### src/rtl/riscv_pkg.sv
// Shared control-unit definitions: FSM states, base opcodes, ALU and immediate
// select codes, reused by the multicycle control FSM and its ALU decoder.
package riscv_pkg;

  typedef enum logic [3:0] {
    FETCH    = 4'd0,
    DECODE   = 4'd1,
    MEMADR   = 4'd2,
    MEMREAD  = 4'd3,
    MEMWB    = 4'd4,
    MEMWRITE = 4'd5,
    EXECR    = 4'd6,
    EXECI    = 4'd7,
    ALUWB    = 4'd8,
    BRANCH   = 4'd9,
    JUMP     = 4'd10,
    UPPER    = 4'd11,
    FAULT    = 4'd12
  } state_t;

  typedef enum logic [6:0] {
    OP_LOAD   = 7'b0000011,
    OP_ITYPE  = 7'b0010011,
    OP_AUIPC  = 7'b0010111,
    OP_STORE  = 7'b0100011,
    OP_RTYPE  = 7'b0110011,
    OP_LUI    = 7'b0110111,
    OP_BRANCH = 7'b1100011,
    OP_JALR   = 7'b1100111,
    OP_JAL    = 7'b1101111
  } opcode_t;

  localparam logic [3:0] ALU_ADD = 4'b0000;
  localparam logic [3:0] ALU_SUB = 4'b1000;
  localparam logic [3:0] ALU_SLL = 4'b0111;
  localparam logic [3:0] ALU_XOR = 4'b1010;
  localparam logic [3:0] ALU_SRL = 4'b1001;
  localparam logic [3:0] ALU_OR  = 4'b1011;
  localparam logic [3:0] ALU_AND = 4'b1100;
  localparam logic [3:0] ALU_LUI = 4'b0100;

  localparam logic [2:0] IMM_I = 3'b000;
  localparam logic [2:0] IMM_S = 3'b001;
  localparam logic [2:0] IMM_B = 3'b010;
  localparam logic [2:0] IMM_U = 3'b011;
  localparam logic [2:0] IMM_J = 3'b100;

  localparam logic [1:0] SRCA_PC    = 2'b00;
  localparam logic [1:0] SRCA_OLDPC = 2'b01;
  localparam logic [1:0] SRCA_RS1   = 2'b10;

  localparam logic [1:0] SRCB_RS2  = 2'b00;
  localparam logic [1:0] SRCB_IMM  = 2'b01;
  localparam logic [1:0] SRCB_FOUR = 2'b10;

  localparam logic [1:0] RES_ALUREG = 2'b00;
  localparam logic [1:0] RES_MEM    = 2'b01;
  localparam logic [1:0] RES_ALUOUT = 2'b10;

  // Only BEQ and BNE redirect the PC; every other branch funct3 falls through.
  function automatic logic branch_taken(input logic [2:0] funct3, input logic eq);
    logic taken;
    case (funct3)
      3'b000:  taken = eq;
      3'b001:  taken = ~eq;
      default: taken = 1'b0;
    endcase
    return taken;
  endfunction

endpackage

### src/rtl/alu_decoder.sv
// ALU operation decode from opcode/funct3/funct7; SUB is reserved for R-type
// so that I-type immediates with bit 30 set still add.
module alu_decoder
  import riscv_pkg::*;
(
  input  logic [6:0] opcode,
  input  logic [2:0] funct3,
  input  logic       funct7,
  output logic [3:0] alu_ctrl
);

  logic is_rtype_s;

  assign is_rtype_s = (opcode == OP_RTYPE);

  // funct3 to ALU operation
  always_comb begin
    alu_ctrl = ALU_ADD;
    case (funct3)
      3'b000: begin
        if (is_rtype_s && funct7) begin
          alu_ctrl = ALU_SUB;
        end else begin
          alu_ctrl = ALU_ADD;
        end
      end
      3'b001:  alu_ctrl = ALU_SLL;
      3'b100:  alu_ctrl = ALU_XOR;
      3'b101:  alu_ctrl = ALU_SRL;
      3'b110:  alu_ctrl = ALU_OR;
      3'b111:  alu_ctrl = ALU_AND;
      default: alu_ctrl = ALU_ADD;
    endcase
  end

endmodule

### src/rtl/mc_control_fsm.sv
// Multicycle RISC-V control unit: unified-memory fetch with timeout, opcode
// dispatch, and per-state datapath select/enable generation.
module mc_control_fsm
  import riscv_pkg::*;
#(
  parameter int IMEM_WAIT_MAX = 15
) (
  input  logic       clk,
  input  logic       rst,
  input  logic [6:0] opcode,
  input  logic [2:0] funct3,
  input  logic       funct7,
  input  logic       EQ,
  input  logic       mem_ready,
  output logic       mem_req,
  output logic       MemWrite,
  output logic       AdrSrc,
  output logic       IRWrite,
  output logic       PCWrite,
  output logic       RegWrite,
  output logic [1:0] ALUSrcA,
  output logic [1:0] ALUSrcB,
  output logic [3:0] ALUctrl,
  output logic [2:0] ImmSrc,
  output logic [1:0] ResultSrc,
  output logic       fault
);

  localparam int CNT_W = $clog2(IMEM_WAIT_MAX + 2);

  state_t           state_r;
  state_t           state_nxt_s;
  logic [CNT_W-1:0] wait_cnt_r;
  logic [3:0]       alu_dec_s;
  logic             is_store_s;
  logic             is_jalr_s;
  logic             is_jal_s;
  logic             is_lui_s;
  logic             fetch_timeout_s;

  assign is_store_s      = (opcode == OP_STORE);
  assign is_jalr_s       = (opcode == OP_JALR);
  assign is_jal_s        = (opcode == OP_JAL);
  assign is_lui_s        = (opcode == OP_LUI);
  assign fetch_timeout_s = (wait_cnt_r == CNT_W'(IMEM_WAIT_MAX));

  alu_decoder u_alu_decoder (
    .opcode   (opcode),
    .funct3   (funct3),
    .funct7   (funct7),
    .alu_ctrl (alu_dec_s)
  );

  // State register and fetch wait counter (counter restarts on every FETCH entry)
  always_ff @(posedge clk) begin
    if (rst) begin
      state_r    <= FETCH;
      wait_cnt_r <= '0;
    end else begin
      state_r <= state_nxt_s;
      if ((state_r == FETCH) && (state_nxt_s == FETCH)) begin
        wait_cnt_r <= wait_cnt_r + CNT_W'(1'b1);
      end else begin
        wait_cnt_r <= '0;
      end
    end
  end

  // Next-state logic
  always_comb begin
    state_nxt_s = state_r;
    case (state_r)
      FETCH: begin
        if (mem_ready) begin
          state_nxt_s = DECODE;
        end else if (fetch_timeout_s) begin
          state_nxt_s = FAULT;
        end else begin
          state_nxt_s = FETCH;
        end
      end
      DECODE: begin
        case (opcode)
          OP_LOAD, OP_STORE: state_nxt_s = MEMADR;
          OP_RTYPE:          state_nxt_s = EXECR;
          OP_ITYPE:          state_nxt_s = EXECI;
          OP_BRANCH:         state_nxt_s = BRANCH;
          OP_JAL, OP_JALR:   state_nxt_s = JUMP;
          OP_LUI, OP_AUIPC:  state_nxt_s = UPPER;
          default:           state_nxt_s = FAULT;
        endcase
      end
      MEMADR: begin
        if (is_store_s) begin
          state_nxt_s = MEMWRITE;
        end else begin
          state_nxt_s = MEMREAD;
        end
      end
      MEMREAD: begin
        if (mem_ready) begin
          state_nxt_s = MEMWB;
        end else begin
          state_nxt_s = MEMREAD;
        end
      end
      MEMWRITE: begin
        if (mem_ready) begin
          state_nxt_s = FETCH;
        end else begin
          state_nxt_s = MEMWRITE;
        end
      end
      EXECR, EXECI, UPPER:        state_nxt_s = ALUWB;
      MEMWB, ALUWB, BRANCH, JUMP: state_nxt_s = FETCH;
      FAULT:                      state_nxt_s = FAULT;
      default:                    state_nxt_s = FAULT;
    endcase
  end

  // Output decode; everything is forced to zero while rst is high
  always_comb begin
    mem_req   = 1'b0;
    MemWrite  = 1'b0;
    AdrSrc    = 1'b0;
    IRWrite   = 1'b0;
    PCWrite   = 1'b0;
    RegWrite  = 1'b0;
    ALUSrcA   = SRCA_PC;
    ALUSrcB   = SRCB_RS2;
    ALUctrl   = ALU_ADD;
    ImmSrc    = IMM_I;
    ResultSrc = RES_ALUREG;
    fault     = 1'b0;
    if (rst) begin
      fault = 1'b0;
    end else begin
      case (state_r)
        FETCH: begin
          mem_req = 1'b1;
          ALUSrcB = SRCB_FOUR;
          IRWrite = mem_ready;
          PCWrite = mem_ready;
        end
        DECODE: begin
          // JALR needs rs1+imm ready for JUMP; all others precompute oldPC+imm
          ALUSrcB = SRCB_IMM;
          if (is_jalr_s) begin
            ALUSrcA = SRCA_RS1;
            ImmSrc  = IMM_I;
          end else if (is_jal_s) begin
            ALUSrcA = SRCA_OLDPC;
            ImmSrc  = IMM_J;
          end else begin
            ALUSrcA = SRCA_OLDPC;
            ImmSrc  = IMM_B;
          end
        end
        MEMADR: begin
          ALUSrcA = SRCA_RS1;
          ALUSrcB = SRCB_IMM;
          ImmSrc  = is_store_s ? IMM_S : IMM_I;
        end
        MEMREAD: begin
          mem_req = 1'b1;
          AdrSrc  = 1'b1;
        end
        MEMWRITE: begin
          mem_req  = 1'b1;
          AdrSrc   = 1'b1;
          MemWrite = 1'b1;
        end
        MEMWB: begin
          RegWrite  = 1'b1;
          ResultSrc = RES_MEM;
        end
        EXECR: begin
          ALUSrcA = SRCA_RS1;
          ALUSrcB = SRCB_RS2;
          ALUctrl = alu_dec_s;
        end
        EXECI: begin
          ALUSrcA = SRCA_RS1;
          ALUSrcB = SRCB_IMM;
          ImmSrc  = IMM_I;
          ALUctrl = alu_dec_s;
        end
        ALUWB: begin
          RegWrite  = 1'b1;
          ResultSrc = RES_ALUREG;
        end
        BRANCH: begin
          ALUSrcA   = SRCA_RS1;
          ALUSrcB   = SRCB_RS2;
          ALUctrl   = ALU_SUB;
          PCWrite   = branch_taken(funct3, EQ);
          ResultSrc = RES_ALUREG;
        end
        JUMP: begin
          ALUSrcA   = SRCA_OLDPC;
          ALUSrcB   = SRCB_FOUR;
          RegWrite  = 1'b1;
          PCWrite   = 1'b1;
          ResultSrc = RES_ALUOUT;
          ImmSrc    = is_jalr_s ? IMM_I : IMM_J;
        end
        UPPER: begin
          ALUSrcB = SRCB_IMM;
          ImmSrc  = IMM_U;
          if (is_lui_s) begin
            ALUSrcA = SRCA_PC;
            ALUctrl = ALU_LUI;
          end else begin
            ALUSrcA = SRCA_OLDPC;
            ALUctrl = ALU_ADD;
          end
        end
        FAULT:   fault = 1'b1;
        default: fault = 1'b1;
      endcase
    end
  end

endmodule
### config.mk
export PLATFORM = sky130hd
export DESIGN_NAME = mc_control_fsm
export DESIGN_NICKNAME = d
export VERILOG_FILES = /design/src/rtl/riscv_pkg.sv /design/src/rtl/alu_decoder.sv /design/src/rtl/mc_control_fsm.sv
export SDC_FILE = /design/constraint.sdc
export NUM_CORES = 1
export LEC_CHECK = 0
export CAP_MARGIN = 25
export CORE_MARGIN = 2
export CORE_UTILIZATION = 41
export DETAILED_ROUTE_END_ITERATION = 6
export PLACE_DENSITY = 0.76
export SYNTH_ARGS = -nofsm -noshare
export SYNTH_HDL_FRONTEND = slang
export SYNTH_HIERARCHICAL = 1
export SYNTH_SLANG_ARGS = --single-unit
### constraint.sdc
create_clock -name clk -period 1.7 [get_ports clk]
set_clock_uncertainty 0.15 [all_clocks]
set_input_delay 0.255 -clock clk [delete_from_list [all_inputs] [get_ports clk]]
set_output_delay 0.255 -clock clk [all_outputs]
set_load 0.05 [all_outputs]
==> results.json, run 1 <==
{
  "outcome": "aborted with a tool error",
  "lastStage": "clock tree synthesis (4_1_cts)",
  "error": "[ERROR DPL-0038] Utilization greater than 100%, impossible to legalize",
  "cts_sinks": 9,
  "synth.area.top_cells": "dfxtp_1 17%, nor2_1 6.5%, nand2b_1 4.8%, nand2_1 4.7%, nand3_1 4.3%",
  "cts_buffers": 3,
  "dp_hpwl_um": 3430,
  "portBuffers": 34,
  "die_x_um": 54.5,
  "ys_top_cells_by_count": "18 x nor2_1, 13 x nand2_1, 9 x dfxtp_1, 9 x nand3_1",
  "syn_area_um2": 1040,
  "synth-edff-count": 0,
  "cts_hold_buf": 0,
  "gp_congestion": 0.903,
  "async_reset_ff_share_pct": 0,
  "io-pin-count": 35,
  "rows": 18,
  "cts-root-buf": "clkbuf_4",
  "synth_top_area_share_pct": 17.3,
  "syn-num-nets": 168,
  "ys_seq_elements": 9,
  "ys.flop_type": "dfxtp_1",
  "yosys.area.top_type": "dfxtp_1",
  "htreeDepth": 1,
  "synth_cells": 151,
  "yosysWarnings": 6,
  "postCtsSetupRepairBufs": 8,
  "avgSynthCellArea_um2": 6.91,
  "ys_types": 47,
  "cts-resized-gates": 74,
  "start_util_pct": 42.5,
  "cts.path.max_buffers": 2,
  "die_h_um": 54.5,
  "yosysSeqAreaShare_pct": 17.3,
  "yosysMostFrequentCell": "nor2_1"
}
[cells by family after synthesis]
kind of cell,synth area share (%)
and+or+nand+nor,48.1
AOI/OAI and AO/OA,20.5
buffers and inverters,6.60
DFF,17.3
xor gates and xnor gates,4.20
adders and majority gates,2.40
muxes,0.959
[metrics by stage]
stage / worst slack [ns] / std cells / cell area, um2 / setup TNS [ns] / hold slack (ns)
2_1_floorplan: -0.260 / 151 / 1180 / -1.24 / 0.268
3_3_place_gp: -0.459 / 258 / 2110 / -6.87 / 0.339
3_5_place_dp: -0.507 / 258 / 2110 / -8.11 / 0.356
==> inputs of run 2 (changes only) <==
- CORE_AREA: default -> 2 2 63 65
- CORE_MARGIN: 2 -> default
- CORE_UTILIZATION: 41 -> default
- DIE_AREA: default -> 0 0 65 67
- PLACE_DENSITY: 0.76 -> default
- PLACE_DENSITY_LB_ADDON: default -> 0.15
- clock period: 1.7 -> 2.21 ns (I/O delays scaled with it)
==> run 2 against run 1 <==
Against the previous run:
- the flow now finishes without violations
- area after synthesis did not move
- synthesized cell count stayed put
==> results.json, run 2 <==
{
  "cts-root-buf": "clkbuf_8",
  "grt_pass1_vias": 1295,
  "hold_ws_ns": 0.302,
  "fmax_ghz": 0.461,
  "dr_total_vias": 1316,
  "required_ns": 1.73,
  "yosysMostFrequentCell": "nor2_1",
  "drcViolationCount": 0,
  "grt-ovfl-total": 0,
  "die_h_um": 67,
  "synth_top_area_share_pct": 17.3,
  "reg_top3": "wait_cnt_r x5, state_r x4",
  "final_max_slew_viol_count": 0,
  "dp_hpwl_um": 2820,
  "gp_congestion": 0.761,
  "ys_types": 47,
  "synth.area.top_cells": "dfxtp_1 17%, nor2_1 6.5%, nand2b_1 4.8%, nand2_1 4.7%, nand3_1 4.3%",
  "place_area_um2": 1830,
  "cts_sinks": 9,
  "die_x_um": 65,
  "core_area_um2": 3610,
  "crit_type": "primary input to output pin",
  "outcome": "completed",
  "clkLatencyLatePin_ns": 0.23,
  "syn_to_final_growth_pct": 83.8,
  "pre_cts_slack_ns": -0.141,
  "wire_per_inst_um": 13.7,
  "cts_hold_buf": 0,
  "stdcell_area_um2": 1920,
  "ys.flop_type": "dfxtp_1",
  "n_antenna_cell": 0,
  "ys_top_cells_by_count": "18 x nor2_1, 13 x nand2_1, 9 x dfxtp_1, 9 x nand3_1",
  "setup_viol": 0,
  "async_reset_ff_share_pct": 0,
  "cts.path.max_buffers": 2,
  "top_register": "wait_cnt_r",
  "mostFrequentLayoutCells": "26 x buf_4, 20 x buf_12, 14 x nor2_1",
  "largest_register_ffs": 5,
  "antenna_found_initial": 0,
  "routed_wl_um": 3480,
  "nets": 224,
  "placed_cells_incl_taps": 250,
  "yosysWarnings": 6,
  "p_leak_nw": 0.795,
  "power_density_nw_per_um2": 346,
  "cts_tree": "yes",
  "cp-start-kind": "primary input",
  "fin_util_pct": 53.2,
  "yosys.area.top_type": "dfxtp_1",
  "dieArea_um2": 4360,
  "final_cell_count_no_fill": 254,
  "ir_drop_mv": 0.336,
  "drtIter0Drc": 60,
  "io-pin-count": 35,
  "portBuffers": 34,
  "synth-edff-count": 0,
  "hold_class": "flop to flop",
  "grt_max_degree": 18,
  "crit_path_end_kind": "output pin",
  "yosysSeqAreaShare_pct": 17.3,
  "drtPass1Iterations": 4,
  "timing.final.ws_setup_ns": 0.0418,
  "slew_headroom_pct": 74.6,
  "start_util_pct": 28.9,
  "grt_pass1_wl_um": 5870,
  "syn-num-nets": 168,
  "via_per_inst": 5.18,
  "post-route-min-period_ns": 2.17,
  "avgSynthCellArea_um2": 6.91,
  "cts_buffers": 3,
  "clk_pin_slew_ns": 0.05,
  "final_common_cell": "buf_4",
  "cp_max_fo": 4,
  "timing.final.crit_share_pct": 98.1,
  "track_usage_pct": 16.9,
  "syn_area_um2": 1040,
  "synth_cells": 151,
  "hold_viol": 0,
  "maxCapViolCount": 0,
  "worst_pin_slew_ns": 0.380,
  "arrival_ns": 1.69,
  "final_antenna_net_count": 0,
  "rows": 22,
  "layout-drive-gt1-share_pct": 36.9,
  "ys_seq_elements": 9,
  "htreeDepth": 1
}
-- run 2: metrics by stage --
| step | TNS, ns | power (mW) |
|---|---|---|
| 2_1_floorplan | -0.739 | 0.325 |
| 3_3_place_gp | -0.551 | 0.464 |
| 6_report | 0 | 0.663 |
| 4_1_cts | 0 | 0.661 |
| 5_1_grt | -0.00355 | 0.699 |
| 3_5_place_dp | -0.578 | 0.470 |
-- run 2: layout make-up --
| cell class | count | area (um2) |
|---|---|---|
| Fill cell | 372 | 1690 |
| Multi-Input combinational cell | 126 | 863 |
| Timing Repair Buffer | 61 | 738 |
| Sequential cell | 9 | 189 |
| Tap cell | 48 | 60.1 |
| Clock buffer | 4 | 45.0 |
| Inverter | 6 | 22.5 |
-- run 2: kinds of logic after synthesis --
family                   count (synthesis)  synth area share [%]
AO/OA/AOI/OAI                           31                  20.5
multiplexers                             1                 0.959
flip-flops                               9                  17.3
buffers and inverters                   16                  6.60
AND/OR/NAND/NOR                         87                  48.1
XOR/XNOR                                 5                  4.20
adder cells (fa/ha/maj)                  2                  2.40
-- run 2: path summary, 6_finish.rpt --
path / depth (start not counted) / from / end / slack, ns
max reg2reg: 7 / wait_cnt_r[0]$_SDFF_PP0_ / state_r[2]$_SDFF_PP0_ / 0.37
min reg2reg: 1 / wait_cnt_r[0]$_SDFF_PP0_ / wait_cnt_r[0]$_SDFF_PP0_ / 0.30
max: 5 / rst / ALUSrcB[1] / 0.04
min: 1 / wait_cnt_r[0]$_SDFF_PP0_ / wait_cnt_r[0]$_SDFF_PP0_ / 0.30
-- run 2: power by group --
part	leakage, nW	switching [mW]	internal, mW
Sequential	0.0750	0.0162	0.170
Clock	0.0228	0.0677	0.126
Combinational	0.697	0.146	0.138
-- run 2: timing repair --
item,4_1_cts,5_1_grt
buffers inserted,0,0
pin swaps,8,6
resized for setup,15,11
setup endpoints to repair,11,9
endpoints found under the hold margin,0,0
-- run 2: worst max-delay path: stages --
cell and delay [ns]:
clkdlybuf4s50_1 0.43, or2_2 0.31, buf_4 0.16, a211oi_2 0.27, buf_12 0.18
-- run 2: per-layer routing --
layer | routed length [um] | track usage [%] | share of wire [%] | vias to the layer above
li1 | - | - | - | 658
met1 | 1470 | 19.6 | 42 | 618
met2 | 1790 | 32.5 | 52 | 33
met3 | 167 | 1.86 | 4.8 | 7
met4 | 43 | 4.79 | 1.2 | 0
met5 | 0 | 0 | 0 | -
Power figures use the tool's default switching activity.
==> inputs of run 3 (changes only) <==
- CTS_CLUSTER_DIAMETER: default -> 120
- SLEW_MARGIN: default -> 20
- clock period: 2.21 -> 2.2 ns (I/O delays scaled with it)
==> run 3 against run 2 <==
Against the previous run:
- clock-buffer cell count fell by 1
- largest cell class unchanged
- die area is the same
- register-to-register slack better by 0.02 ns
- final cell count shrank 0.79%
- power is 0.82% higher
==> results.json, run 3 (synthesized netlist as in run 2, its figures left out) <==
{
  "grt_pass1_wl_um": 6030,
  "slowest_stage": "clkdlybuf4s50_1",
  "antenna_found_initial": 0,
  "cp-start-kind": "primary input",
  "hold_ws_ns": 0.292,
  "cts.path.max_buffers": 2,
  "track_usage_pct": 17.5,
  "n_antenna_cell": 0,
  "dr_total_vias": 1302,
  "cts_buffers": 3,
  "fmax_ghz": 0.461,
  "stdcell_area_um2": 1900,
  "crit_end": "ALUSrcB[1]",
  "clkLatencyLatePin_ns": 0.24,
  "setup_tns_ns": 0,
  "crit_path_end_kind": "output pin",
  "final_common_cell": "buf_4",
  "required_ns": 1.72,
  "reg2reg_depth": 7,
  "wire_per_inst_um": 13.9,
  "crit_family": "buffers and inverters",
  "final_antenna_net_count": 0,
  "rsz0062_at_grt": "false",
  "rows": 22,
  "cts_tree": "yes",
  "arrival_ns": 1.69,
  "slowest_delay_ns": 0.42,
  "reg_top3": "wait_cnt_r x5, state_r x4",
  "die_h_um": 67,
  "syn_to_final_growth_pct": 82.1,
  "die_x_um": 65,
  "cts-root-buf": "clkbuf_8",
  "r2r-end": "state_r[2]$_SDFF_PP0_",
  "timing.final.crit_share_pct": 98.5,
  "grt_max_degree": 18,
  "hp-start": "wait_cnt_r[0]$_SDFF_PP0_",
  "cts_hold_buf": 0,
  "cts_sinks": 9,
  "core_area_um2": 3610,
  "htreeDepth": 1,
  "outcome": "completed",
  "setup_viol": 0,
  "layout-drive-gt1-share_pct": 37.3,
  "hold_viol": 0,
  "place_area_um2": 1820,
  "startpoint": "rst",
  "gp_congestion": 0.798,
  "r2r_slack_ns": 0.39,
  "worst-path-stages": 5,
  "via_per_inst": 5.17,
  "maxCapViolCount": 0,
  "top_register": "wait_cnt_r",
  "hold_class": "flop to flop",
  "nets": 222,
  "io-pin-count": 35,
  "power_density_nw_per_um2": 352,
  "grt_pass1_vias": 1330,
  "crit_type": "primary input to output pin",
  "met3_usage_pct": 1.52,
  "clk_pin_slew_ns": 0.05,
  "slew_headroom_pct": 76.6,
  "drtIter0Drc": 67,
  "ir_drop_mv": 0.395,
  "dp_hpwl_um": 2830,
  "met2_usage_pct": 34.0,
  "dieArea_um2": 4360,
  "n_fill_cell": 346,
  "start_util_pct": 28.9,
  "grt-ovfl-total": 0,
  "met1_usage_pct": 19.9,
  "routed_wl_um": 3510,
  "worst_pin_slew_ns": 0.349,
  "largest_register_ffs": 5,
  "post-route-min-period_ns": 2.17,
  "crit_chain": "clkdlybuf4s50_1 -> or2_2 -> buf_4 -> a211oi_2 -> buf_12",
  "drcViolationCount": 0,
  "final_max_slew_viol_count": 0,
  "reg2reg_from": "wait_cnt_r[0]$_SDFF_PP0_",
  "drtPass1Iterations": 5,
  "postCtsSetupRepairBufs": 0,
  "p_leak_nw": 0.763,
  "grt.busiest_layer": "met2",
  "mostFrequentLayoutCells": "24 x buf_4, 20 x buf_12, 16 x nor2_1",
  "portBuffers": 34,
  "critPathBufInv": 3,
  "cp_max_fo": 4
}
[run 3: cell type report]
type | count | area [um2] | share of cell area, %
inverter | 6 | 22.5 | 1.18
multi-input combinational | 126 | 865 | 45.5
clock buffer | 3 | 41.3 | 2.17
clock inverter | 1 | 5.00 | 0.263
tap | 48 | 60.1 | 3.16
timing repair buffer | 59 | 721 | 37.9
sequential | 9 | 186 | 9.81
[run 3: timing repair]
item                                    in CTS  in global routing
pin swaps                                    9                  1
gates resized for setup                     20                  6
endpoints found under the setup margin      13                  7
[run 3: worst min-delay path by stage]
stage / to / slack (ns) / depth (start not counted)
after floorplan: wait_cnt_r[0]$_SDFF_PP0_ / 0.27 / 1
after global placement: wait_cnt_r[0]$_SDFF_PP0_ / 0.28 / 1
after detailed placement: wait_cnt_r[0]$_SDFF_PP0_ / 0.29 / 1
after CTS: wait_cnt_r[0]$_SDFF_PP0_ / 0.30 / 1
after global routing: wait_cnt_r[0]$_SDFF_PP0_ / 0.33 / 1
final: wait_cnt_r[0]$_SDFF_PP0_ / 0.29 / 1
[run 3: worst register-to-register path: cells and delay by family (launching register included)]
kind / cells / cell delay [ns]
compound gates: 3 / 0.58
fa+ha+maj: 2 / 0.31
simple gates: 2 / 0.35
flops: 1 / 0.34
[run 3: per-stage QoR]
| stage | power (mW) | cells | setup WS [ns] | util, % |
|---|---|---|---|---|
| 6_report | 0.669 | 252 | 0.0328 | 52.7 |
| 5_1_grt | 0.705 | 252 | 0.000903 | 52.7 |
| 2_1_floorplan | 0.327 | 151 | -0.309 | - |
| 4_1_cts | 0.669 | 252 | 0.0171 | 52.3 |
| 3_3_place_gp | 0.463 | 248 | -0.148 | 50.5 |
| 3_5_place_dp | 0.469 | 248 | -0.160 | 50.5 |
[run 3: power breakdown]
part | switching, mW | total, mW | internal [mW]
clock | 0.0765 | 0.201 | 0.124
combinational | 0.146 | 0.282 | 0.136
sequential | 0.0156 | 0.186 | 0.171
[run 3: routing by layer]
layer | wire length [um] | share of wire, %
met1 | 1490 | 42
met2 | 1850 | 53
met3 | 135 | 3.8
met4 | 40 | 1.1
met5 | 0 | 0
